`config.mk`:
```
export PLATFORM = sky130hd
export DESIGN_NAME = hilo_unit
export DESIGN_NICKNAME = d
export VERILOG_FILES = /design/src/rtl/hilo_pkg.sv /design/src/rtl/hilo_unit.sv
export SDC_FILE = /design/constraint.sdc
export NUM_CORES = 1
export LEC_CHECK = 0
export ABC_AREA = 1
export BUFFER_PORTS_ARGS = -buffer_cell sky130_fd_sc_hd__buf_2
export CORE_UTILIZATION = 30
export CTS_CLUSTER_SIZE = 28
export DETAILED_ROUTE_END_ITERATION = 8
export SYNTH_ARGS = -nofsm -noshare
export SYNTH_HDL_FRONTEND = slang
export SYNTH_SLANG_ARGS = --single-unit
export TNS_END_PERCENT = 50
```
`constraint.sdc`:
```
create_clock -name clk -period 1.5 [get_ports clk]
set_input_delay 0.225 -clock clk [delete_from_list [all_inputs] [get_ports clk]]
set_output_delay 0.225 -clock clk [all_outputs]
set_load 0.01 [all_outputs]
```
`src/rtl/hilo_pkg.sv`:
```
// rtl/hilo_pkg.sv - HI/LO unit opcode and FSM state types
package hilo_pkg;

    typedef enum logic [2:0] {
        OP_NONE  = 3'd0,
        OP_MULT  = 3'd1,
        OP_MULTU = 3'd2,
        OP_DIV   = 3'd3,
        OP_DIVU  = 3'd4,
        OP_MTHI  = 3'd5,
        OP_MTLO  = 3'd6,
        OP_MF    = 3'd7
    } hilo_op_t;

    typedef enum logic [1:0] {
        IDLE     = 2'd0,
        MUL_BUSY = 2'd1,
        DIV_BUSY = 2'd2
    } hilo_state_t;

endpackage

```
`src/rtl/hilo_unit.sv`:
```
// rtl/hilo_unit.sv - HI/LO register owner sequencing Mult/Div requests and MFHI/MFLO/MTHI/MTLO
module hilo_unit
    import hilo_pkg::*;
#(
    parameter int WIDTH = 32
) (
    input  logic             clk,
    input  logic             reset,
    input  logic             op_valid,
    input  logic [2:0]       op,
    input  logic [WIDTH-1:0] src_a,
    input  logic [WIDTH-1:0] src_b,
    output logic             stall,
    output logic [WIDTH-1:0] read_hi,
    output logic [WIDTH-1:0] read_lo,
    output logic             mul_valid_in,
    output logic             mul_sign,
    output logic [WIDTH-1:0] mul_a,
    output logic [WIDTH-1:0] mul_b,
    input  logic             mul_valid_out,
    input  logic [WIDTH-1:0] mul_hi,
    input  logic [WIDTH-1:0] mul_lo,
    output logic             div_valid_in,
    output logic             div_sign,
    output logic [WIDTH-1:0] div_a,
    output logic [WIDTH-1:0] div_b,
    input  logic             div_valid_out,
    input  logic [WIDTH-1:0] div_hi,
    input  logic [WIDTH-1:0] div_lo
);

    hilo_state_t      state;
    hilo_state_t      state_next;
    hilo_op_t         op_e;
    logic [WIDTH-1:0] hi;
    logic [WIDTH-1:0] lo;
    logic             start_mul;
    logic             start_div;
    logic             write_hi;
    logic             write_lo;
    logic             mul_done;
    logic             div_done;

    assign op_e    = hilo_op_t'(op);
    assign stall   = (state != IDLE);
    assign read_hi = hi;
    assign read_lo = lo;

    always_ff @(posedge clk) begin
        if (reset) begin
            state <= IDLE;
        end else begin
            state <= state_next;
        end
    end

    // Completion pulses are honoured only from the unit currently requested.
    always_comb begin
        state_next = state;
        start_mul  = 1'b0;
        start_div  = 1'b0;
        write_hi   = 1'b0;
        write_lo   = 1'b0;
        mul_done   = 1'b0;
        div_done   = 1'b0;
        case (state)
            IDLE: begin
                if (op_valid) begin
                    case (op_e)
                        OP_MULT, OP_MULTU: begin
                            start_mul  = 1'b1;
                            state_next = MUL_BUSY;
                        end
                        OP_DIV, OP_DIVU: begin
                            start_div  = 1'b1;
                            state_next = DIV_BUSY;
                        end
                        OP_MTHI: write_hi = 1'b1;
                        OP_MTLO: write_lo = 1'b1;
                        default: ;
                    endcase
                end
            end
            MUL_BUSY: begin
                if (mul_valid_out) begin
                    mul_done   = 1'b1;
                    state_next = IDLE;
                end
            end
            DIV_BUSY: begin
                if (div_valid_out) begin
                    div_done   = 1'b1;
                    state_next = IDLE;
                end
            end
            default: state_next = IDLE;
        endcase
    end

    always_ff @(posedge clk) begin
        if (reset) begin
            hi <= '0;
            lo <= '0;
        end else if (mul_done) begin
            hi <= mul_hi;
            lo <= mul_lo;
        end else if (div_done) begin
            hi <= div_hi;
            lo <= div_lo;
        end else begin
            if (write_hi) hi <= src_a;
            if (write_lo) lo <= src_a;
        end
    end

    // Operands and sign stay frozen until the next start; the units re-read them at completion.
    always_ff @(posedge clk) begin
        if (reset) begin
            mul_valid_in <= 1'b0;
            mul_sign     <= 1'b0;
            mul_a        <= '0;
            mul_b        <= '0;
        end else if (start_mul) begin
            mul_valid_in <= 1'b1;
            mul_sign     <= (op_e == OP_MULT);
            mul_a        <= src_a;
            mul_b        <= src_b;
        end else if (mul_done) begin
            mul_valid_in <= 1'b0;
        end
    end

    always_ff @(posedge clk) begin
        if (reset) begin
            div_valid_in <= 1'b0;
            div_sign     <= 1'b0;
            div_a        <= '0;
            div_b        <= '0;
        end else if (start_div) begin
            div_valid_in <= 1'b1;
            div_sign     <= (op_e == OP_DIV);
            div_a        <= src_a;
            div_b        <= src_b;
        end else if (div_done) begin
            div_valid_in <= 1'b0;
        end
    end

endmodule

```
---- After elaboration in Yosys (flattened, before gate mapping) ----
Cells that the tools add are included.
word-level totals
  register bits ........................... 198
  input port bits ......................... 200
  output and inout bits ................... 197
cells by class
  equal/unequal tests ..................... 12
  reduce and logical (&&, ||, !) cells .... 9
  multiplexer cells ....................... 31
operators with widths
  cell                                           number
  two-way mux 32 bit                             6
  two-way mux 1 bit                              20
  == test 3 bit, second input constant           3
  == test 3 x 2 -> 1 bit, second input constant  2
  two-way mux 2 bit                              3
  != test 2 bit, second input constant           3
  case mux 2 bit (3 select lines)                1
  nonzero test 2 bit                             3
  nonzero test 3 bit                             2
  case mux 2 bit (2 select lines)                1
  AND reduction 4 bit                            1
  OR reduction 2 bit                             2
  == test 3 x 1 -> 1 bit, second input constant  1
  != test 3 x 1 -> 1 bit, second input constant  1
  == test 2 x 1 -> 1 bit, second input constant  1
  == test 2 bit, second input constant           1
  zero test 2 bit                                1

---- Longest topological paths before layout ----
Gate-level depths: netlist of run 1.
  depth in word-level cells ............... 7
  gate-level depth with buffers ........... 9
  gate-level depth less buffers ........... 7

---- Least setup slack after synthesis of run 1 ----
OpenSTA, ideal clock, no wires.
  path type ............................... register to register
  start point ............................. reg state[1]
  end point ............................... reg mul_a[0]
  cell stages (with the launch flop) ...... 10
  path slack .............................. 0.161 ns
  clock period less this slack ............ 1.339 ns
  data arrival time ....................... 1.223 ns
  cell sequence ........................... dfxtp_1 > buf_4 > nor2_4 > nand2_2 > nor2_4 > inv_2 > buf_6 > buf_2 > nor2_1 > nor2_1
between the ends
  longest elaborated chain between the ends .. 2
RTL lines
  item                    line              source
  start, declared         hilo_unit.sv:32   hilo_state_t state;
  start signal, assigned  hilo_unit.sv:53   state <= state_next;
  zero test 2 bit         hilo_unit.sv:66   case (state)
  two-way mux 1 bit       hilo_unit.sv:66
  end signal, assigned    hilo_unit.sv:126  mul_a <= src_a;
  end, declared           hilo_unit.sv:18   output logic [WIDTH-1:0] mul_a,
Every way passes these cells.
A chain may end at the register's enable or synchronous reset.

---- Final worst setup path of run 1 ----
  start point ............................. reg state[0]
  end point ............................... reg hi[10], in the netlist read_hi[10]
between the ends
  longest elaborated chain between the ends .. 4
  elaborated cells on any way between the ends .. 9
  those cells by class .................... eq/ne: 2; mux: 5; reduce/logical: 2
RTL lines
  item                  line              source
  == test 2 bit         hilo_unit.sv:66
  two-way mux 1 bit     hilo_unit.sv:66
  two-way mux 32 bit    hilo_unit.sv:107  end else if (div_done) begin
  two-way mux 32 bit    hilo_unit.sv:104  end else if (mul_done) begin
  end signal, assigned  hilo_unit.sv:105  hi <= mul_hi;
  end signal, assigned  hilo_unit.sv:108  hi <= div_hi;
  end signal, assigned  hilo_unit.sv:111  if (write_hi) hi <= src_a;
  end, declared         hilo_unit.sv:35   logic [WIDTH-1:0] hi;
Several ways; a longest one is shown, not always the timed one.

==> out/qor.yml, run 1 <==
route:
  drc: 0
  wl_met1_um: 16790
  wl_met3_um: 4524
  top_layer_used: "met5"
  detail_route.iter0.violations: 862
  first_pass_iters: 7
  routed-via-count: 10900
  wl_per_cell_um: 20.68
  wl_um: 42210
  postRouteAntennaNets: 0
  viasPerCell: 5.340
  met2_wirelength_um: 19710
setup_path:
  path_cells: "buf_4 -> nand3_4 -> buf_12 -> nand2_8 -> inv_8 -> clkbuf_16 -> nand3b_1 -> nand2_1 -> nor2_1"
  critPathArrivalTime_ps: 1920
  path_class: "reg2reg"
  crit_path_end_kind: "flip-flop"
  cp_max_fo: 15
  cpPeakStageDelay_ps: 360
  startpoint_type: "flip-flop"
  slowest_stage: "dfxtp_4"
  crit_family: "buffers and inverters"
  crit_required_ps: 1850
  crit_buf_inv: 4
power:
  cellPowerDensity_nw_per_um2: 982.0
  finalPower_mw: 13.26
  worst_ir_drop_vdd_mv: 0.9331
  power.static_leakage_nw: 6.404
sta:
  fmax_ghz: 0.6377
  fin_crit_ps: 1568
  holdWs_ps: 24.42
  hold_violations: 0
  slew_headroom_pct: 73.77
  rsz0062_at_grt: "yes"
  skew_ps: 11.27
  setup_ws_ps: -68.22
  finalSetupViolCount: 38
  maxSlewViolCount: 0
  min_period_over_period_pct: 104.5
  worst_pin_slew_ps: 393.4
hold_path:
  hp-class: "in2reg"
clocking:
  htree_num_levels: 4
  cts_root_buffer: "clkbuf_16"
  cts_tree: "yes"
  cts_buffer_depth: 2
  clock_sink_count: 198
  clkTransAtPathRegs_ps: 80
  cts_made_buffers: 17
  clk_latency_ps: 460
grt:
  grt_pass1_vias: 9741
  antenna_found_initial: 5
  grt_max_degree: 73
  grt_pass1_wl_um: 56020
  grt_overflow: 0
  grtUsageTotal_pct: 23.42
yosys:
  yosysWarnings: 0
  ys_seq_elements: 198
  syn_inst: 1234
  synth_nets: 1434
  synth_cell_type_count: 26
  syn_avg_cell_area_sq_um: 7.386
  syn-cell-area_sq_um: 9114
  yosysSeqAreaShare_pct: 43.49
floorplanning:
  initial_core_util_pct: 30.59
  dieArea_sq_um: 31080
  ios: 397
  die_x_um: 176.3
  core_area_sq_um: 29800
  rows: 63
  dieHeight_um: 176.3
final_layout:
  layout_commonest_cell: "buf_2"
  final_cell_mix: "buf_2, dfxtp_1, nor2_1"
  area_growth_syn_to_layout_pct: 48.20
  fillers: 2975
  nets: 1834
  drive_gt1_share_pct: 37.95
placement:
  port_buffers: 396
  gp_congestion: 0.8858
  dpl.hpwl_um: 26440
run:
  drv_cap: 0
run_status:
  status: "finished with violations"
  violations: "setup timing"
-- state kept, by name, indices dropped and copies added (netlist names) --
| name | cells |
|---|---|
| div_a | 32 |
| div_b | 32 |
| div_sign | 1 |
| div_valid_in | 1 |
| mul_a | 32 |
| mul_b | 32 |
| mul_sign | 1 |
| mul_valid_in | 1 |
| read_hi | 32 |
| read_lo | 32 |
| state | 2 |
-- synthesized netlist by cell type --
library cell  instances  area, sq um
buf_1                 4        15.01
or2_2                14        87.58
nand2_4               1        11.26
dfxtp_1             198         3964
o21a_1                2        15.01
nor2_1              197        739.5
nand2_2               1        6.260
inv_1                11        41.29
nor3_1                1        5.000
nand3_2               1        10.01
inv_2                 4        15.01
nand3b_1             65        488.0
buf_2                47        235.2
nor2_4                4        45.04
nand4_1             128        800.8
nand3_4               1        17.52
clkbuf_1             53        198.9
clkbuf_2              6        30.03
a21oi_1             132        660.6
buf_4                 4        30.03
nand3_1              69        345.3
o21ai_0              66        330.3
nand2_1             168        630.6
buf_6                 7        78.83
or2_0                19        118.9
or2_1                31        193.9
-- worst reg2reg max path: stages (launching register included) --
cell and delay (ps):
dfxtp_4 360, buf_4 140, nand3_4 110, buf_12 180
nand2_8 90, inv_8 130, clkbuf_16 190, nand3b_1 130
nand2_1 90, nor2_1 50
-- metal layers --
layer / vias up / track usage (%)
li1: 5022 / -
met1: 5139 / 29.70
met2: 651 / 36.40
met3: 85 / 8.333
met4: 2 / 8.406
met5: - / 0
-- worst paths after layout --
check,from,end,slack [ps],cells after the start
hold reg to reg,div_a[25],div_a[25],460,2
hold / removal,src_b[24],mul_b[24],20,3
setup / recovery,state[0],read_hi[10],-70,9
setup reg to reg,state[0],read_hi[10],-70,9
-- cells by family (layout without fill, tap and decap cells) --
kind of cell,count (synthesis),in the layout,share of synthesized area (%)
AOI/OAI and AO/OA,200,200,11.04
buffers and inverters,136,548,7.070
DFF,198,198,43.49
other,0,4,0
and+or+nand+nor,700,701,38.40
-- metrics by stage --
stage | area (sq um) | worst slack, ps | utilization, % | std cells | setup TNS [ps]
floorplan | 9114 | 161.3 | - | 1234 | 0
global placement | 11650 | -177.6 | 39.12 | 1951 | -5705
detailed placement | 11650 | -175.1 | 39.12 | 1951 | -5762
CTS | 12530 | -82.85 | 42.05 | 1998 | -708.2
global route | 13500 | -113.1 | 45.31 | 2038 | -7862
finish | 13510 | -68.22 | 45.33 | 2041 | -501.5
-- power by group --
group	internal, mW	switching, mW
sequential	5.56	0.154
combinational	1.08	1.53
clock	2.55	2.39
-- final cells by class --
class                      count  area [sq um]  area share [%]
sequential                   198          3971           29.40
multi-input combinational    901          4847           35.89
clock inverter                14         181.4           1.343
timing repair buffer         501          3503           25.94
antenna                        4         10.01         0.07411
clock buffer                  18         429.2           3.177
inverter                      15         76.32          0.5651
tap                          390         488.0           3.613
-- what timing repair did --
action,4_1_cts,5_1_grt
endpoints found under the hold margin,9,0
setup endpoints to repair,89,164
buffers inserted,5,15
cloned,1,25
pin swaps,8,60
hold buffers,9,0
resized for setup,32,86
Note: power is estimated with default switching activity, not from simulation.
==> run 2: changes to the inputs <==
- ABC_AREA: 1 -> 0
- clock period: 1.5 -> 1.7 ns (I/O delays scaled with it)
==> run 2 against run 1 <==
Compared with the run above:
- critical path type unchanged
- power is 14% lower
- critical path depth down 2
- largest cell class unchanged
- die area down 8.5%
- register-to-register slack hardly changed
- non-clock buffer count is 14 lower
- highest routed layer unchanged
- core utilization rose by 1.7 points
- first-iteration DRC count decreased by 35%
- the run still ends with setup timing left
==> out/qor.yml, run 2 <==
route:
  routed-via-count: 9299  # was 10900
  detail_route.iter0.violations: 564  # was 862
  viasPerCell: 5.158  # was 5.340
  drc: 0  # unchanged
  wl_per_cell_um: 20.54  # was 20.68 um
  top_layer_used: "met5"  # unchanged
  wl_um: 37040  # was 42210 um
  first_pass_iters: 5  # was 7
  postRouteAntennaNets: 0  # unchanged
  met2_wirelength_um: 18010  # was 19710 um
  wl_met3_um: 2860  # was 4524 um
  wl_met1_um: 15100  # was 16790 um
sta:
  holdWs_ps: 54.83  # was 24.42 ps
  hold_violations: 0  # unchanged
  fin_crit_ps: 1766  # was 1568 ps
  fmax_ghz: 0.5661  # was 0.6377 GHz
  finalSetupViolCount: 86  # was 38
  setup_ws_ps: -66.38  # was -68.22 ps
  maxSlewViolCount: 0  # unchanged
  slew_headroom_pct: 69.16  # was 73.77%
  worst_pin_slew_ps: 462.6  # was 393.4 ps
  skew_ps: 15.32  # was 11.27 ps
  min_period_over_period_pct: 103.9  # was 104.5%
  rsz0062_at_grt: "yes"  # unchanged
placement:
  dp.cells: 1738  # was 1951
  port_buffers: 396  # unchanged
  gp_congestion: 0.8084  # was 0.8858
  dpl.hpwl_um: 24000  # was 26440 um
  placed_area_sq_um: 11080  # was 11650 sq um
yosys:
  ys.flop_type: "dfxtp_1"  # unchanged
  synth_most_common_cell: "nand2_1"  # was dfxtp_1
  synthTopCellsByArea: "dfxtp_1, nand2_1, a21oi_1"  # was dfxtp_1, nand4_1, nor2_1
  yosysSeqAreaShare_pct: 47.56  # was 43.49%
  synth_top_area_share_pct: 47.56  # was 43.49%
  synth_common_cells: "nand2_1, dfxtp_1, a21oi_1"  # was dfxtp_1, nor2_1, nand2_1, a21oi_1, nand4_1
  syn_inst: 1004  # was 1234
  ys_seq_elements: 198  # unchanged
  synth-edff-count: 0  # unchanged
  synth_nets: 1204  # was 1434
  yosysWarnings: 0  # unchanged
  synth_largest_area_cell: "dfxtp_1"  # unchanged
  async_reset_ff_share_pct: 0  # unchanged
  syn_avg_cell_area_sq_um: 8.301  # was 7.386 sq um
  syn-cell-area_sq_um: 8334  # was 9114 sq um
  synth_cell_type_count: 35  # was 26
floorplanning:
  die_x_um: 168.7  # was 176.3 um
  ios: 397  # unchanged
  initial_core_util_pct: 30.75  # was 30.59%
  rows: 60  # was 63
  core_area_sq_um: 27100  # was 29800 sq um
  dieArea_sq_um: 28450  # was 31080 sq um
  dieHeight_um: 168.7  # was 176.3 um
clocking:
  clk_latency_ps: 430  # was 460 ps
  cts_tree: "yes"  # unchanged
  cts_made_buffers: 17  # unchanged
  clock_sink_count: 198  # unchanged
  hold_buffers: 0  # was 9
  htree_num_levels: 4  # unchanged
  cts_buffer_depth: 2  # unchanged
  cts_root_buffer: "clkbuf_16"  # unchanged
  clkTransAtPathRegs_ps: 90  # was 80 ps
final_layout:
  final_cell_mix: "buf_2, nand2_1, dfxtp_1"  # was buf_2, dfxtp_1, nor2_1
  area_growth_syn_to_layout_pct: 53.00  # was 48.20%
  layout_commonest_cell: "buf_2"  # unchanged
  nets: 1615  # was 1834
  stdcell_count: 1803  # was 2041
  drive_gt1_share_pct: 44.68  # was 37.95%
  fin_area_sq_um: 12750  # was 13510 sq um
  fillers: 2710  # was 2975
hold_path:
  hold_path_depth: 3  # unchanged
  hp-class: "in2reg"  # unchanged
setup_path:
  path_cells: "or3b_4 -> buf_6 -> nor3_4 -> buf_12 -> clkbuf_16 -> nand2_1 -> a21oi_1"  # was buf_4 -> nand3_4 -> buf_12 -> nand2_8 -> inv_8 -> clkbuf_16 -> nand3b_1 -> nand2_1 -> nor2_1
  crit_path_end_kind: "flip-flop"  # unchanged
  startpoint_type: "flip-flop"  # unchanged
  path_class: "reg2reg"  # unchanged
  critPathArrivalTime_ps: 2130  # was 1920 ps
  crit_required_ps: 2060  # was 1850 ps
  cp_max_fo: 8  # was 15
  slowest_stage: "or3b_4"  # was dfxtp_4
  reg2reg_depth: 7  # was 9
  cpPeakStageDelay_ps: 410  # was 360 ps
grt:
  grt_max_degree: 91  # was 73
  grt_pass1_vias: 8949  # was 9741
  grt_pass1_wl_um: 51630  # was 56020 um
  antenna_found_initial: 4  # was 5
  grt_overflow: 0  # unchanged
  grtUsageTotal_pct: 24.00  # was 23.42%
power:
  worst_ir_drop_vdd_mv: 0.9069  # was 0.9331 mV
  cellPowerDensity_nw_per_um2: 890.0  # was 982.0 nW/um^2
  finalPower_mw: 11.35  # was 13.26 mW
  power.static_leakage_nw: 5.594  # was 6.404 nW
run_status:
  status: "finished with violations"  # unchanged
  violations: "setup timing"  # unchanged
run:
  drv_cap: 0  # unchanged
[run 2: cell count changes after synthesis, moves of 29 or more]
cell and delta:
nand2_1 +90, o22ai_1 +64, or2_1 -29, nand4_1 -128, nor2_1 -195, a22o_1 +64
nand3_1 -69, o21a_1 +32
[run 2: timing repair]
action	in CTS	in global routing
pin swaps	5	45
setup buffers	8	7
hold endpoints to repair	0	0
gates resized for setup	21	181
cloned	6	9
setup endpoints to repair	162	173
[run 2: area by class of cell]
cell class | instances | area, sq um | area share [%]
Multi-Input combinational cell | 711 | 4365 | 34.24
Antenna cell | 3 | 7.507 | 0.05888
Tap cell | 372 | 465.4 | 3.650
Sequential cell | 198 | 3971 | 31.15
Timing Repair Buffer | 487 | 3312 | 25.97
Clock buffer | 17 | 425.4 | 3.336
Clock inverter | 15 | 203.9 | 1.599
[run 2: power breakdown]
group	internal, mW	switching [mW]
clock	2.17	2.20
combinational	0.926	1.11
sequential	4.84	0.109
[run 2: kinds of logic after synthesis]
group / share of synthesized area (%)
AND/OR/NAND/NOR: 19.25
multiplexers: 0.1201
buffers and inverters: 5.690
XOR/XNOR: 0.1051
flip-flops: 47.56
AO/OA/AOI/OAI: 27.28
[run 2: worst paths after layout]
check	startpoint	endpoint	slack (ps)
min	src_b[12]	mul_b[12]	50
min reg2reg	div_b[14]	div_b[14]	450
max	state[1]	mul_a[8]	-70
max reg2reg	state[1]	mul_a[8]	-70
[run 2: critical path: cells and delay by family (launching register included)]
kind	cells	cell delay [ps]
AO/OA/AOI/OAI	1	120
flip-flops	1	370
buffers and inverters	3	500
AND/OR/NAND/NOR	3	700
[run 2: stage by stage]
stage | TNS, ps | setup WS, ps | util (%)
final | -2599 | -66.38 | 47.05
after global routing | -10450 | -141.3 | 47.05
after global placement | -1511 | -40.96 | 40.88
after floorplan | 0 | 19.87 | -
after CTS | -176.7 | -40.59 | 44.29
after detailed placement | -5388 | -78.45 | 40.88
[run 2: routing by layer]
layer	global-route usage (%)	vias to the layer above
met5	0	-
met4	9.486	2
met3	6.523	61
met2	41.48	408
met1	28.06	4454
li1	-	4374
==> run 3: changes to the inputs <==
- PLACE_DENSITY: unset -> 0.58
==> run 3 against run 2 <==
Compared with the run above:
- the flow still finishes with violations (setup timing)
- first-iteration DRC count is 1.1% lower
- flip-flop and latch count stayed put
- clock power is 1% higher
- clock skew hardly changed
- core utilization is 2.3 points lower
- critical endpoint is now mul_b[7]
- largest power group unchanged
==> out/qor.yml, run 3 (synthesis gave the netlist of run 2 again) <==
setup_path:
  cp_max_fo: 6  # was 8
  crit_required_ps: 2070  # was 2060 ps
  crit_path_end_kind: "flip-flop"  # unchanged
  critPathArrivalTime_ps: 2090  # was 2130 ps
  path_class: "reg2reg"  # unchanged
  r2r_setup_slack_ps: -30  # was -70 ps
  startpoint_type: "flip-flop"  # unchanged
route:
  detail_route.iter0.violations: 558  # was 564
  postRouteAntennaNets: 0  # unchanged
  routed-via-count: 8965  # was 9299
  viasPerCell: 5.037  # was 5.158
  drc: 0  # unchanged
  wl_per_cell_um: 19.84  # was 20.54 um
  wl_um: 35310  # was 37040 um
  first_pass_iters: 5  # unchanged
sta:
  finalSetupViolCount: 24  # was 86
  fin_crit_ps: 1725  # was 1766 ps
  min_period_over_period_pct: 101.5  # was 103.9%
  fmax_ghz: 0.5796  # was 0.5661 GHz
  worst_pin_slew_ps: 316.8  # was 462.6 ps
  rsz0062_at_grt: "yes"  # unchanged
  hold_violations: 0  # unchanged
  holdWs_ps: 64.47  # was 54.83 ps
  setup_ws_ps: -25.32  # was -66.38 ps
  slew_headroom_pct: 78.83  # was 69.16%
  maxSlewViolCount: 0  # unchanged
  fin_setup_tns_ps: -244.2  # was -2599 ps
  skew_ps: 15.24  # was 15.32 ps
power:
  internal-power_mw: 7.943  # was 7.931 mW
  switchingPower_mw: 3.258  # was 3.418 mW
  power.static_leakage_nw: 5.296  # was 5.594 nW
  worst_ir_drop_vdd_mv: 0.6623  # was 0.9069 mV
  comb_power_share_pct: 16.4  # was 18.0%
  seqPwrFrac_pct: 44.1  # was 43.6%
  swShare_pct: 29.08  # was 30.12%
  pwr-share-clk_pct: 39.4  # was 38.5%
  cellPowerDensity_nw_per_um2: 924.2  # was 890.0 nW/um^2
  finalPower_mw: 11.20  # was 11.35 mW
clocking:
  clk_latency_ps: 430  # about the same
  htree_num_levels: 4  # unchanged
  cts_tree: "yes"  # unchanged
  clkTransAtPathRegs_ps: 90  # about the same
  clock_sink_count: 198  # unchanged
  cts_made_buffers: 17  # unchanged
  hold_buffers: 0  # unchanged
  cts_buffer_depth: 2  # unchanged
  cts_root_buffer: "clkbuf_16"  # unchanged
floorplanning:
  ios: 397  # unchanged
  rows: 60  # unchanged
  core_area_sq_um: 27100  # unchanged
  initial_core_util_pct: 30.75  # unchanged
  dieHeight_um: 168.7  # unchanged
  die_x_um: 168.7  # unchanged
  dieArea_sq_um: 28450  # unchanged
placement:
  dpl.hpwl_um: 23960  # was 24000 um
  port_buffers: 396  # unchanged
  gp_congestion: 0.7974  # was 0.8084
  placed_area_sq_um: 10890  # was 11080 sq um
  dp.cells: 1721  # was 1738
  place_ws_ps: -86.33  # was -78.45 ps
final_layout:
  area_growth_syn_to_layout_pct: 45.41  # was 53.00%
  drive_gt1_share_pct: 38.60  # was 44.68%
  fin_util_pct: 44.72  # was 47.05%
  final_cell_mix: "buf_2, nand2_1, dfxtp_1"  # unchanged
  nets: 1591  # was 1615
  stdcell_count: 1780  # was 1803
  layout_commonest_cell: "buf_2"  # unchanged
  fin_area_sq_um: 12120  # was 12750 sq um
run_status:
  status: "finished with violations"  # unchanged
  violations: "setup timing"  # unchanged
run:
  drv_cap: 0  # unchanged
grt:
  grt_pass1_wl_um: 50830  # was 51630 um
  grtUsageTotal_pct: 23.35  # was 24.00%
  grt_overflow: 0  # unchanged
  grt_max_degree: 71  # was 91
  grt_pass1_vias: 8682  # was 8949
  antenna_found_initial: 4  # unchanged
hold_path:
  hp-class: "in2reg"  # unchanged
## run 3: power by group through the flow
stage / Clock (mW) / Combinational (mW) / Sequential [mW]
after floorplan: 0 / 0.703 / 5.14
after global placement: 0 / 1.64 / 5.04
after detailed placement: 0 / 1.65 / 5.05
after CTS: 4.52 / 1.74 / 4.94
after global routing: 4.70 / 1.98 / 4.96
final: 4.42 / 1.84 / 4.94
## run 3: repair_timing
action | 4_1_cts | 5_1_grt
gates cloned | 3 | 4
setup buffers | 5 | 11
pin swaps | 7 | 3
resized for setup | 30 | 58
endpoints found under the setup margin | 91 | 134
## run 3: metal layers
layer / part of all wire, % / global-route usage, %
met1: 42 / 28.04
met2: 48 / 40.01
met3: 7.6 / 6.897
met4: 2.0 / 7.115
met5: 0 / 0
## run 3: path summary, 6_finish.rpt
path                                start   endpoint  depth (start not counted)
worst max-delay path             state[1]   mul_b[7]                          8
worst min-delay path            src_b[23]  mul_b[23]                          3
worst max register to register   state[1]   mul_b[7]                          8
worst min register to register  div_a[14]  div_a[14]                          2
## run 3: critical path, stage by stage, from the launching register on
cell	delay, ps
dfxtp_2	330
or3b_4	390
buf_6	130
nor3_4	230
buf_6	150
buf_6	110
clkbuf_16	140
nand2_2	50
a21oi_2	110
## run 3: area by class of cell
type,instances,area (sq um)
fillers,2714,14980
multi-input cells,711,4100
flip-flops and latches,198,3966
repair buffers,463,2949
well taps,372,465.4
clock buffers,17,425.4
clock inverters,15,202.7
diodes,4,10.01
